## src/rtl/sb_pkg.sv

```systemverilog
// Shared types and default geometry for the MEM-stage store buffer.
// Latency: n/a (types and constants only).
// Backpressure: n/a.
package sb_pkg;

  localparam int SB_DATA_W = 32;
  localparam int SB_ADDR_W = 32;
  localparam int SB_DEPTH  = 4;
  localparam int SB_BE_W   = SB_DATA_W / 8;

  // One buffered store at the default geometry.
  typedef struct packed {
    logic                 valid;
    logic [SB_ADDR_W-1:0] addr;
    logic [SB_DATA_W-1:0] data;
    logic [SB_BE_W-1:0]   be;
  } sb_entry_t;

  typedef enum logic {
    IDLE  = 1'b0,
    DRAIN = 1'b1
  } sb_state_e;

endpackage

```

## src/rtl/sb_age_match.sv

```systemverilog
// Picks the youngest entry whose valid and match bits are both set, walking head -> tail.
// Latency: combinational.
// Backpressure: none.
// Ports: valid/match per-entry vectors, head = oldest index; found + idx of youngest match.
module sb_age_match #(
  parameter int DEPTH = 4
) (
  input  logic [DEPTH-1:0]         valid,
  input  logic [DEPTH-1:0]         match,
  input  logic [$clog2(DEPTH)-1:0] head,
  output logic                     found,
  output logic [$clog2(DEPTH)-1:0] idx
);

  localparam int PTR_W = $clog2(DEPTH);

  logic [PTR_W-1:0] pos;

  // Valid entries are contiguous from head, so scanning in age order and
  // letting the last hit win yields the youngest match. DEPTH is a power of
  // two, so the pointer add wraps naturally.
  always_comb begin
    found = 1'b0;
    idx   = head;
    pos   = head;
    for (int k = 0; k < DEPTH; k++) begin
      pos = head + PTR_W'(k);
      if (valid[pos] && match[pos]) begin
        found = 1'b1;
        idx   = pos;
      end
    end
  end

endmodule

```

## src/rtl/store_buffer_fifo.sv

```systemverilog
// Store buffer between MEM and D-cache: buffers byte-enabled stores, forwards to loads, drains oldest-first.
// Latency: store visible to lookup one cycle after acceptance; lookup is same-cycle; drain starts the cycle after threshold/flush.
// Backpressure: st_ready drops when full (registered count); cache_wr_* held stable while cache_wr_ready is low.
// Ports: st_* store in, ld_* lookup (hit/conflict/data), flush pulse, cache_wr_* drain handshake,
//        sb_stall/sb_empty/sb_count status. Optional SB_COALESCE_EN merges a store into the youngest entry.
module store_buffer_fifo
  import sb_pkg::*;
#(
  parameter int DATA_W       = SB_DATA_W,
  parameter int ADDR_W       = SB_ADDR_W,
  parameter int DEPTH        = SB_DEPTH,
  parameter int DRAIN_THRESH = DEPTH
) (
  input  logic                       clk,
  input  logic                       rst,
  input  logic                       st_valid,
  input  logic [ADDR_W-1:0]          st_addr,
  input  logic [DATA_W-1:0]          st_data,
  input  logic [DATA_W/8-1:0]        st_be,
  output logic                       st_ready,
  input  logic                       ld_valid,
  input  logic [ADDR_W-1:0]          ld_addr,
  input  logic [DATA_W/8-1:0]        ld_be,
  output logic                       ld_hit,
  output logic                       ld_conflict,
  output logic [DATA_W-1:0]          ld_data,
  input  logic                       flush,
  output logic                       cache_wr_valid,
  output logic [ADDR_W-1:0]          cache_wr_addr,
  output logic [DATA_W-1:0]          cache_wr_data,
  output logic [DATA_W/8-1:0]        cache_wr_be,
  input  logic                       cache_wr_ready,
  output logic                       sb_stall,
  output logic                       sb_empty,
  output logic [$clog2(DEPTH+1)-1:0] sb_count
);

  localparam int BE_W  = DATA_W / 8;
  localparam int OFF_W = $clog2(BE_W);
  localparam int WA_W  = ADDR_W - OFF_W;
  localparam int PTR_W = $clog2(DEPTH);
  localparam int CNT_W = $clog2(DEPTH + 1);

  logic [DEPTH-1:0]  vld_q;
  logic [WA_W-1:0]   addr_q [DEPTH];
  logic [DATA_W-1:0] data_q [DEPTH];
  logic [BE_W-1:0]   be_q   [DEPTH];
  logic [PTR_W-1:0]  head_q, tail_q, young_idx;
  logic [CNT_W-1:0]  cnt_q, cnt_d;
  logic              flush_pend_q, flush_pend_d;
  sb_state_e         state_q, state_d;

  logic [WA_W-1:0]   st_word, ld_word;
  logic [DEPTH-1:0]  ld_match;
  logic              ld_found;
  logic [PTR_W-1:0]  ld_idx;
  logic              full, push, pop, coalesce;
  logic              unused_addr_bits;

  assign st_word          = st_addr[ADDR_W-1:OFF_W];
  assign ld_word          = ld_addr[ADDR_W-1:OFF_W];
  assign unused_addr_bits = ^{st_addr[OFF_W-1:0], ld_addr[OFF_W-1:0]};
  assign young_idx        = tail_q - PTR_W'(1);

  // ---------------- load lookup ----------------
  always_comb begin
    for (int i = 0; i < DEPTH; i++) begin
      ld_match[i] = (addr_q[i] == ld_word);
    end
  end

  sb_age_match #(.DEPTH(DEPTH)) u_ld_age (
    .valid (vld_q),
    .match (ld_match),
    .head  (head_q),
    .found (ld_found),
    .idx   (ld_idx)
  );

  // Only the youngest match matters: an older entry covering more bytes is
  // stale for the bytes the youngest one wrote.
  always_comb begin
    ld_hit      = 1'b0;
    ld_conflict = 1'b0;
    ld_data     = '0;
    if (ld_valid && ld_found) begin
      if ((be_q[ld_idx] & ld_be) == ld_be) begin
        ld_hit  = 1'b1;
        ld_data = data_q[ld_idx];
      end else begin
        ld_conflict = 1'b1;
      end
    end
  end

  // ---------------- store acceptance ----------------
  assign full = (cnt_q == CNT_W'(DEPTH));

`ifdef SB_COALESCE_EN
  // Merge into the youngest entry unless it is the head currently being
  // presented to the cache (its contents must stay stable).
  assign coalesce = st_valid && (cnt_q != '0) && vld_q[young_idx] &&
                    (addr_q[young_idx] == st_word) &&
                    !(cache_wr_valid && (young_idx == head_q));
`else
  assign coalesce = 1'b0;
`endif

  assign st_ready = !full || coalesce;
  assign sb_stall = st_valid && !st_ready;
  assign push     = st_valid && st_ready && !coalesce;
  assign pop      = cache_wr_valid && cache_wr_ready;

  always_comb begin
    cnt_d = cnt_q;
    if (push && !pop) cnt_d = cnt_q + CNT_W'(1);
    if (pop && !push) cnt_d = cnt_q - CNT_W'(1);
  end

  always_comb begin
    flush_pend_d = flush_pend_q;
    if (cnt_d == '0)                  flush_pend_d = 1'b0;
    else if (flush && cnt_q != '0)    flush_pend_d = 1'b1;
  end

  // ---------------- drain FSM ----------------
  always_comb begin
    state_d = state_q;
    case (state_q)
      IDLE: begin
        if (cnt_q != '0 && (cnt_q >= CNT_W'(DRAIN_THRESH) || flush_pend_q)) state_d = DRAIN;
      end
      DRAIN: begin
        if (pop && (cnt_d == '0 ||
                    ((cnt_q - CNT_W'(1)) < CNT_W'(DRAIN_THRESH) && !flush_pend_q))) begin
          state_d = IDLE;
        end
      end
      default: state_d = IDLE;
    endcase
  end

  assign cache_wr_valid = (state_q == DRAIN);
  assign cache_wr_addr  = cache_wr_valid ? {addr_q[head_q], {OFF_W{1'b0}}} : '0;
  assign cache_wr_data  = cache_wr_valid ? data_q[head_q] : '0;
  assign cache_wr_be    = cache_wr_valid ? be_q[head_q]   : '0;
  assign sb_empty       = (cnt_q == '0);
  assign sb_count       = cnt_q;

  // ---------------- state ----------------
  always_ff @(posedge clk or posedge rst) begin
    if (rst) begin
      vld_q        <= '0;
      head_q       <= '0;
      tail_q       <= '0;
      cnt_q        <= '0;
      flush_pend_q <= 1'b0;
      state_q      <= IDLE;
      for (int i = 0; i < DEPTH; i++) begin
        addr_q[i] <= '0;
        data_q[i] <= '0;
        be_q[i]   <= '0;
      end
    end else begin
      cnt_q        <= cnt_d;
      flush_pend_q <= flush_pend_d;
      state_q      <= state_d;
      if (pop) begin
        vld_q[head_q] <= 1'b0;
        head_q        <= head_q + PTR_W'(1);
      end
      if (push) begin
        vld_q[tail_q]  <= 1'b1;
        addr_q[tail_q] <= st_word;
        data_q[tail_q] <= st_data;
        be_q[tail_q]   <= st_be;
        tail_q         <= tail_q + PTR_W'(1);
      end
      if (coalesce) begin
        for (int b = 0; b < BE_W; b++) begin
          if (st_be[b]) data_q[young_idx][8*b +: 8] <= st_data[8*b +: 8];
        end
        be_q[young_idx] <= be_q[young_idx] | st_be;
      end
    end
  end

endmodule

```

## config.mk

```make
export PLATFORM = sky130hd
export DESIGN_NAME = store_buffer_fifo
export DESIGN_NICKNAME = d
export VERILOG_FILES = /design/src/rtl/sb_pkg.sv /design/src/rtl/sb_age_match.sv /design/src/rtl/store_buffer_fifo.sv
export SDC_FILE = /design/constraint.sdc
export NUM_CORES = 1
export LEC_CHECK = 0
export CAP_MARGIN = 20
export CORE_MARGIN = 5
export CORE_UTILIZATION = 40
export CTS_CLUSTER_DIAMETER = 60
export CTS_CLUSTER_SIZE = 40
export DETAILED_ROUTE_END_ITERATION = 10
export GPL_TIMING_DRIVEN = 0
export PLACE_DENSITY = 0.72
export SLEW_MARGIN = 15
export SYNTH_ARGS = -nofsm -noshare
export SYNTH_HDL_FRONTEND = slang
export SYNTH_SLANG_ARGS = --single-unit
```

## constraint.sdc

```tcl
create_clock -name clk -period 13.71 [get_ports clk]
set_input_delay 2.0565 -clock clk [delete_from_list [all_inputs] [get_ports clk]]
set_output_delay 2.0565 -clock clk [all_outputs]
set_load 0.05 [all_outputs]
```

[Word level (Yosys, flattened, before mapping)]
Index checks and enable logic that the tools add are counted.
Storage, ports and cells
  logic and storage cells: 147
  output and inout port bits: 109
  flip-flop bits (word level): 277
  input port bits: 110
Operators by class
  reductions and logical operators: 27
  multiplexer cells: 69
  add/sub/neg operators: 6
  order comparisons: 13
  bitwise logic cells: 8
  equality and inequality tests: 6
Operators by type and width (number)
  $mux W32: 9
  $bmux W32 S2: 2
  $bwmux W128: 1
  $bwmux W120: 1
  $eq A30 B30 Y1: 4
  $mux W30: 3
  $demux W32 S2: 1
  $bmux W30 S2: 1
  $demux W30 S2: 1
  $mux W4: 8
  $mux W1: 22
  $logic_and A1 B1 Y1: 17
  $bmux W1 S2: 8
  $bmux W4 S2: 2
  $bwmux W16: 1
  $lt A2 B3 Y1 const B: 5
  $ge A3 B3 Y1 const B: 4
  $not A2 Y3: 3
  $and A4 B4 Y4: 2
  $demux W4 S2: 1
  $logic_not A3 Y1: 2
  $mux W2: 3
  $mux W3: 2
  $add A2 B1 Y2 const B: 2
  17 further kinds: 24

[Longest topological paths before layout]
Gate-level depths: netlist of the first run.
  depth in word-level cells: 15
  gate-level depth with buffers: 14
  gate-level depth less buffers: 11

[Modules after synthesis]
A second synthesis of the first run with hierarchy kept.
Second synthesis, totals
  cell total of the unflattened synthesis: 1073
  area total of the unflattened synthesis: 15107.0 um^2
Modules (own cells, without submodules)
  store_buffer_fifo: cells each 1057, times used 1, sequential area each 6931.6 um^2, area each 15005.6 um^2
  sb_age_match: cells each 16, times used 1, sequential area each 0.0 um^2, area each 101.3 um^2

[Worst setup path before layout of the first run]
Ideal clock, no wire load.
  path type: input to output
  start point: in ld_addr[13]
  end point: out ld_data[0]
  path buffers: 3
  data required time: 11653 ps
  stages on the path: 14
  setup slack: 6692 ps
  arrival: 4961 ps
  path through: buf_2 > xnor2_1 > nand4_1 > nor4_4 > nand2_2 > mux2_4 > a22o_1 > buf_6 > o21a_1 > o211ai_1 > a22oi_1 > nor3_4 > buf_6 > o211a_1
On the way
  word-level cells in the longest chain between the ends: 15
  elaborated cells between the ends (all ways): 35
  classes of those cells: eq/ne: 5; mux: 23; bitwise: 2; reduce/logical: 5
Ends and longest elaborated chain
  start, declared: line store_buffer_fifo.sv:22  | input logic [ADDR_W-1:0] ld_addr,
  $eq A30 B30 Y1: line store_buffer_fifo.sv:68  | ld_match[i] = (addr_q[i] == ld_word);
  $bmux W1 S2: line sb_age_match.sv:28  | if (valid[pos] && match[pos]) begin
  $mux W1 (not written as such): line sb_age_match.sv:28
  $logic_and A1 B1 Y1: line sb_age_match.sv:28
  $mux W2 (3 in a row): line sb_age_match.sv:28
  $not A2 Y3 (not written as such): line store_buffer_fifo.sv:87, store_buffer_fifo.sv:89
  $bmux W4 S2: line store_buffer_fifo.sv:87  | if ((be_q[ld_idx] & ld_be) == ld_be) begin
  $mux W4 (not written as such) (2 in a row): line store_buffer_fifo.sv:87
  $and A4 B4 Y4: line store_buffer_fifo.sv:87
  $eq A4 B4 Y1: line store_buffer_fifo.sv:87
  $mux W32: line store_buffer_fifo.sv:87
  $mux W32 *: line store_buffer_fifo.sv:86  | if (ld_valid && ld_found) begin
  end, declared: line store_buffer_fifo.sv:26  | output logic [DATA_W-1:0] ld_data,
Mark *: on every way between the ends. The rest lies on a longest branch, timed or not. The select of a mux whose other input is x is not followed.

[Worst setup path in the final report of the first run]
  start point: in ld_addr[25]
  end point: out ld_data[29]
Same word-level chain as after synthesis.

==> summary.txt, run 1 <==
Floorplanning
  – Initial Utilization: 40.6%
  – Die span in y: 209 um
  – Cell row count: 72
  – Width of the die: 209 um
  – Die ar.: 0.0436 sq mm
  – I/O pins: 219
  – Core area: 0.0389 sq mm

Yosys
  – Post-Synthesis Cells: 1200
  – Seq/Total Area, Yosys: 43.8%
  – Main synth FF type: dfrtp_1
  – Avg Inst Size Synth: 13.2 sq um
  – Number of synthesized flops with an enable pin: 0
  – Flops & latches, synth: 277
  – Synth warn: 0
  – Post-synth ARST share: 100%
  – Netlist cell types: 55
  – Mapped Area: 0.0158 sq mm

Routing
  – Residual DRC count: 0
  – Final antenna-violating net count: 0
  – Post-Route WL: 45600 um
  – DR pass1 iterations: 5
  – Vias/cell: 5.46
  – Initial DRC Count: 670
  – Vias: 10716
  – Wire length per cell: 23.2 um

Global routing
  – Number of global-route vias before repair: 11347
  – Met3 usage: 4.30%
  – Total GRT Usage: 20.6%
  – GRT met2 Usage: 33.4%
  – Met1 Usage GRT: 28.7%
  – Top Usage Layer GRT: met2
  – Largest net degree at the start of global routing: 112
  – Remaining Overflow, GRT: 0
  – First-pass GRT wire length: 70200 um
  – Initial antenna violation count: 7

Pwr
  – Combinational power share: 57.3%
  – Switching Fraction: 44.0%
  – Leak: 0.00811 uW
  – VDD IR max: 0.235 mV
  – Psw: 2490 uW
  – Int Pwr: 3180 uW
  – Clock power frac: 14.6%
  – Seq pwr share: 28.1%
  – Pwr dens: 293 mW/mm^2

Placement
  – Post-place instance area: 0.0183 sq mm
  – DP HPWL: 33600 um
  – DP Worst Slack: 5290 ps
  – Placer Congestion: 0.889
  – IO buf count: 182

Cells and area
  – Fill cells: 3453
  – Commonest non-fill, non-tap cell in the layout: mux2_2
  – Multi-input gate area: 0.00826 sq mm
  – Post-route cell area: 0.0194 sq mm
  – Reg area: 0.00693 sq mm
  – Commonest non-fill, non-tap cells in the layout: mux2_2, dfrtp_1, clkdlybuf4s50_1, xnor2_1, and2_1
  – Layout cells sized above 1: 33.7%
  – Synthesis-to-layout area growth: 22.5%
  – Final net count: 1539

Worst setup path
  – Critical path class: in -> out
  – Peak fanout along the critical path: 10
  – Worst Path Required: 11650 ps
  – Worst reg2reg path depth: 9
  – R2R Setup Slk: 10430 ps
  – Worst setup EP type: output port
  – Critical path destination: ld_data[29]
  – Worst r2r src: sb_count[1]
  – CP Launch Type: input pin
  – Critical Path AT: 6460 ps
  – Crit path from: ld_addr[25]
  – R2r endpoint: data_q[97]

Timing
  – Final worst-path setup slack: 5190 ps
  – Final setup TNS: 0 ps
  – Final hold violations: 0
  – Max_slew headroom: 32.0%
  – Final count of negative-setup-slack endpoints: 0
  – Unrepaired setup endpoints after global routing: no
  – FMAX: 117 MHz
  – Pins Over Slew Limit: 0
  – Period utilization: 62.1%
  – Worst clock skew: 28.8 ps
  – Worst-margin pin slew: 1020 ps
  – Hold Slack: 511 ps
  – Tmin final: 8520 ps

Outcome
  – Status: finished clean

Clock network
  – Clock sink count: 277
  – CTS max path bufs: 3
  – Hold Buf Count CTS: 0
  – Root buffer cell: clkbuf_16
  – Number of CTS-inserted buffers: 30
  – Worst-Skew Late Latency: 580 ps
  – Post-CTS Setup Bufs: 0
  – CTS resizes: 0
  – CTS tree: built
  – H-tree levels: 1
  – Reg clk slew, reported paths: 70 ps

Job
  – Max-Cap Viols: 0

Worst hold path
  – Min-Delay Path Class: reg -> reg
registers in the layout, summed over array words and instances, names as in the netlist:
name,flops
be_q,16
data_q,128
cache_wr_valid,1
addr_q,120
sb_count,3
tail_q,2
vld_q,4
head_q,2
flush_pend_q,1
power by group through the flow:
stage / sequential, uW / combinational (uW) / clock (uW)
finish: 1590 / 3250 / 829
global route: 1650 / 3440 / 882
CTS: 1590 / 3270 / 847
detailed placement: 1600 / 3250 / 0
global placement: 1570 / 3220 / 0
floorplan: 1510 / 2360 / 0
cell type report:
class | count | share of cell area [%]
Tap cell | 518 | 3.34
Antenna cell | 3 | 0.0387
Sequential cell | 277 | 35.8
Timing Repair Buffer | 184 | 9.69
Inverter | 16 | 0.349
Clock inverter | 21 | 1.14
Multi-Input combinational cell | 804 | 42.6
Buffer | 104 | 2.91
Clock buffer | 35 | 4.13
critical path: stages:
cell,delay (ps)
buf_6,110
xnor2_1,340
nand4_1,240
nor4_2,460
nand2_1,220
nand3_1,130
o211a_1,150
clkbuf_1,330
o41ai_1,150
a311oi_1,330
a22oi_1,190
nor3_4,450
buf_6,230
o211a_1,230
clkdlybuf4s50_1,830
worst min path at each step:
stage / slack, ps / from / cells after the start / endpoint
floorplan: 440 / vld_q[0] / 2 / vld_q[0]
global placement: 500 / vld_q[3] / 2 / vld_q[3]
detailed placement: 500 / vld_q[3] / 2 / vld_q[3]
CTS: 510 / vld_q[3] / 2 / vld_q[3]
global route: 540 / vld_q[0] / 2 / vld_q[0]
finish: 510 / vld_q[0] / 2 / vld_q[0]
metal layers:
metal | wire (um) | share of wire [%] | vias to the layer above
li1 | - | - | 4777
met2 | 21900 | 48 | 332
met3 | 3130 | 6.9 | 64
met5 | 61 | 0.13 | -
met4 | 880 | 1.9 | 8
met1 | 19600 | 43 | 5535
synth_stat cells, types with 3 or more instances:
cell type | count | area, sq um
buf_6 | 19 | 214
mux4_2 | 66 | 1490
a21oi_1 | 5 | 25.0
buf_2 | 18 | 90.1
mux2_2 | 298 | 3360
ha_1 | 12 | 150
inv_1 | 16 | 60.1
nand2_1 | 61 | 229
xnor2_2 | 9 | 146
nand3_1 | 8 | 40.0
and2_1 | 68 | 425
xnor2_1 | 115 | 1010
mux2i_1 | 36 | 360
nor2_1 | 8 | 30.0
o211a_1 | 35 | 350
nand4_1 | 27 | 169
nor4_2 | 4 | 50.1
o211ai_1 | 9 | 67.6
dfrtp_1 | 277 | 6930
clkbuf_1 | 61 | 229
buf_1 | 3 | 11.3
o21ai_0 | 5 | 25.0
through the flow:
step	util, %	power [uW]	cells
2_1_floorplan	-	3870	1201
6_report	49.8	5670	1962
3_3_place_gp	47.0	4790	1901
5_1_grt	49.8	5960	1961
4_1_cts	49.8	5700	1959
3_5_place_dp	47.1	4850	1903
cells by family after synthesis:
logic type	after synthesis	share of synthesized area, %
and+or+nand+nor	189	6.76
buffers and inverters	120	3.95
muxes	401	33.0
other	1	0.0237
DFF	277	43.8
AOI/OAI and AO/OA	76	4.19
adders and majority gates	12	0.950
xor gates and xnor gates	124	7.30
Power figures use the tool's default switching activity.
==> run 2, diff against run 1 <==
==> constraint.sdc (replaced) <==
create_clock -name clk -period 8.4 [get_ports clk]
set_input_delay 1.26 -clock clk [delete_from_list [all_inputs] [get_ports clk]]
set_output_delay 1.26 -clock clk [all_outputs]
set_load 0.05 [all_outputs]
==> run 2 against run 1 <==
Flip-flop and latch count stayed put. Final cell count increased by 0.31%. Die area did not move. Combinational power up 64%. Non-clock buffer count up 9. Count of clock-buffer cells in the layout is 2 lower. Critical path depth fell by 1. First-iteration DRC count is 2.4% higher. Register-to-register slack worse by 5300 ps. Clock power increased by 65%. Sequential power is 64% higher. Core utilization up 0.45 points. Critical endpoint is now ld_data[30]. Largest cell class unchanged.
==> summary.txt, run 2 (synthesis gave the netlist of run 1 again) <==
Pwr
  – Int Pwr: 5250 uW (+65%)
  – Switching Fraction: 43.5% (-0.46 points)
  – Seq pwr share: 28.0% (about the same)
  – Psw: 4040 uW (+62%)
  – Leak: 0.00818 uW (+0.87%)
  – Pwr dens: 476 mW/mm^2 (+62%)
  – Clock power frac: 14.7% (about the same)
  – Combinational power share: 57.3% (about the same)
  – Pwr Total: 9300 uW (+64%)
  – VDD IR max: 0.345 mV (+47%)

Global routing
  – Initial antenna violation count: 5 (-2)
  – Total GRT Usage: 20.5% (-0.043 points)
  – Number of global-route vias before repair: 11573 (+2.0%)
  – Remaining Overflow, GRT: 0 (unchanged)
  – First-pass GRT wire length: 70600 um (+0.65%)
  – Largest net degree at the start of global routing: 36 (-68%)

Clock network
  – CTS tree: built
  – Post-CTS Setup Bufs: 0 (unchanged)
  – Worst-Skew Late Latency: 570 ps (about the same)
  – Clock sink count: 277 (unchanged)
  – Number of CTS-inserted buffers: 29 (-3.3%)
  – Root buffer cell: clkbuf_16
  – Hold Buf Count CTS: 0 (unchanged)
  – Reg clk slew, reported paths: 70 ps (about the same)
  – H-tree levels: 1 (unchanged)
  – CTS max path bufs: 3 (unchanged)
  – CTS resizes: 0 (unchanged)

Placement
  – Placer Congestion: 0.891 (+0.33%)
  – IO buf count: 182 (unchanged)
  – DP HPWL: 34100 um (+1.4%)
  – Post-placement cell count: 1911 (+0.42%)
  – DP Worst Slack: 1650 ps (-3640 ps)

Floorplanning
  – Die span in y: 209 um (unchanged)
  – Initial Utilization: 40.6% (unchanged)
  – Cell row count: 72 (unchanged)
  – Die ar.: 0.0436 sq mm (unchanged)
  – I/O pins: 219 (unchanged)
  – Core area: 0.0389 sq mm (unchanged)
  – Width of the die: 209 um (unchanged)

Outcome
  – Status: finished clean

Cells and area
  – Max reg flops: 128 (unchanged)
  – Commonest non-fill, non-tap cell in the layout: mux2_2
  – Top flop regs: data_q: 128 flops, addr_q: 120 flops, be_q: 16 flops
  – Layout cells sized above 1: 34.0% (+0.34 points)
  – Final std cells w/o fill: 1968 (+0.31%)
  – Final Util: 50.2% (+0.45 points)
  – Final net count: 1547 (+0.52%)
  – Synthesis-to-layout area growth: 23.7%
  – Biggest register: data_q
  – Commonest non-fill, non-tap cells in the layout: mux2_2, dfrtp_1, clkdlybuf4s50_1, xnor2_1, and2_1

Worst setup path
  – CP top delay family: simple AND/OR/NAND/NOR gates
  – Crit-path most repeated cell: buf_6
  – Worst setup EP type: output port
  – Worst r2r src: sb_count[1]
  – R2R Setup Slk: 5120 ps (-5310 ps)
  – Worst path cell trace: buf_6, xnor2_1, nand4_1, nor4_2, nand2_1, mux2_2, o211ai_2, o21ai_4, mux2i_1, a32o_2, nor3_4, buf_6, o211a_1, clkdlybuf4s50_1
  – Critical path class: in -> out
  – Critical path destination: ld_data[30]
  – Worst Path Required: 7140 ps (-4510 ps)
  – Peak fanout along the critical path: 10 (unchanged)
  – Worst path slowest cell: clkdlybuf4s50_1
  – Worst reg2reg path depth: 9 (unchanged)
  – Crit-path max cell delay: 830 ps (about the same)
  – Critical path depth: 14 (-1)
  – CP Launch Type: input pin
  – R2r endpoint: addr_q[12]
  – CP bufs+invs: 3 (-1)
  – Crit path from: ld_addr[26]
  – Critical Path AT: 5600 ps (-860 ps)

Routing
  – Wire length per cell: 23.2 um (about the same)
  – Residual DRC count: 0 (unchanged)
  – Vias: 10808 (+0.86%)
  – Initial DRC Count: 686 (+2.4%)
  – DR pass1 iterations: 5 (unchanged)
  – Final antenna-violating net count: 0 (unchanged)
  – Post-Route WL: 45700 um (+0.40%)
  – Vias/cell: 5.49 (+0.55%)

Timing
  – Final count of negative-setup-slack endpoints: 0 (unchanged)
  – Unrepaired setup endpoints after global routing: no
  – Max_slew headroom: 34.5% (+2.4 points)
  – Tmin final: 6860 ps
  – FMAX: 146 MHz
  – Final setup TNS: 0 ps (unchanged)
  – Worst-margin pin slew: 983 ps (-36.1 ps)
  – Worst clock skew: 17.9 ps (-11.0 ps)
  – Pins Over Slew Limit: 0 (unchanged)
  – Period utilization: 81.6%
  – Final hold violations: 0 (unchanged)
  – Final worst-path setup slack: 1540 ps (-3650 ps)

Job
  – Max-Cap Viols: 0 (unchanged)

Worst hold path
  – Min-Delay Path Class: reg -> reg
==> run 2: how the worst min path moves through the flow <==
stage | startpoint | to | depth (start not counted)
after floorplan | vld_q[0] | vld_q[0] | 2
after global placement | vld_q[3] | vld_q[3] | 2
after detailed placement | vld_q[3] | vld_q[3] | 2
after CTS | vld_q[3] | vld_q[3] | 2
after global routing | vld_q[3] | vld_q[3] | 2
final | vld_q[3] | vld_q[3] | 2
==> run 2: worst min-delay path, stage by stage, from the launching register on <==
cell and delay, ps:
dfrtp_1 360, nand2_1 50, nand2_1 50
==> run 2: final cells by class <==
class | count | area (sq um)
antenna | 3 | 7.51
buffer | 104 | 564
clock buffer | 33 | 771
clock inverter | 20 | 246
fill | 3361 | 19400
inverter | 16 | 63.8
multi-input combinational | 804 | 8260
sequential | 277 | 6930
tap | 518 | 648
timing repair buffer | 193 | 2060
==> run 2: layer usage <==
metal	vias up	GRT usage, %	wire length [um]
met1	5613	28.4	19700
met3	62	3.58	2920
met5	-	0	47
li1	4800	-	-
met2	327	34.2	22300
met4	6	4.19	779
==> run 2: power by group through the flow <==
stage               clock, uW  sequential [uW]  combinational [uW]
floorplan                   0             2470                3850
global placement            0             2570                5260
detailed placement          0             2610                5330
CTS                      1390             2590                5350
global route             1450             2690                5620
finish                   1370             2600                5330
==> run 2: metrics by stage <==
stage / cell area (sq um) / hold slack (ps)
after floorplan: 15800 / 445
after global placement: 18300 / 464
after detailed placement: 18500 / 471
after CTS: 19500 / 487
after global routing: 19500 / 539
final: 19600 / 495
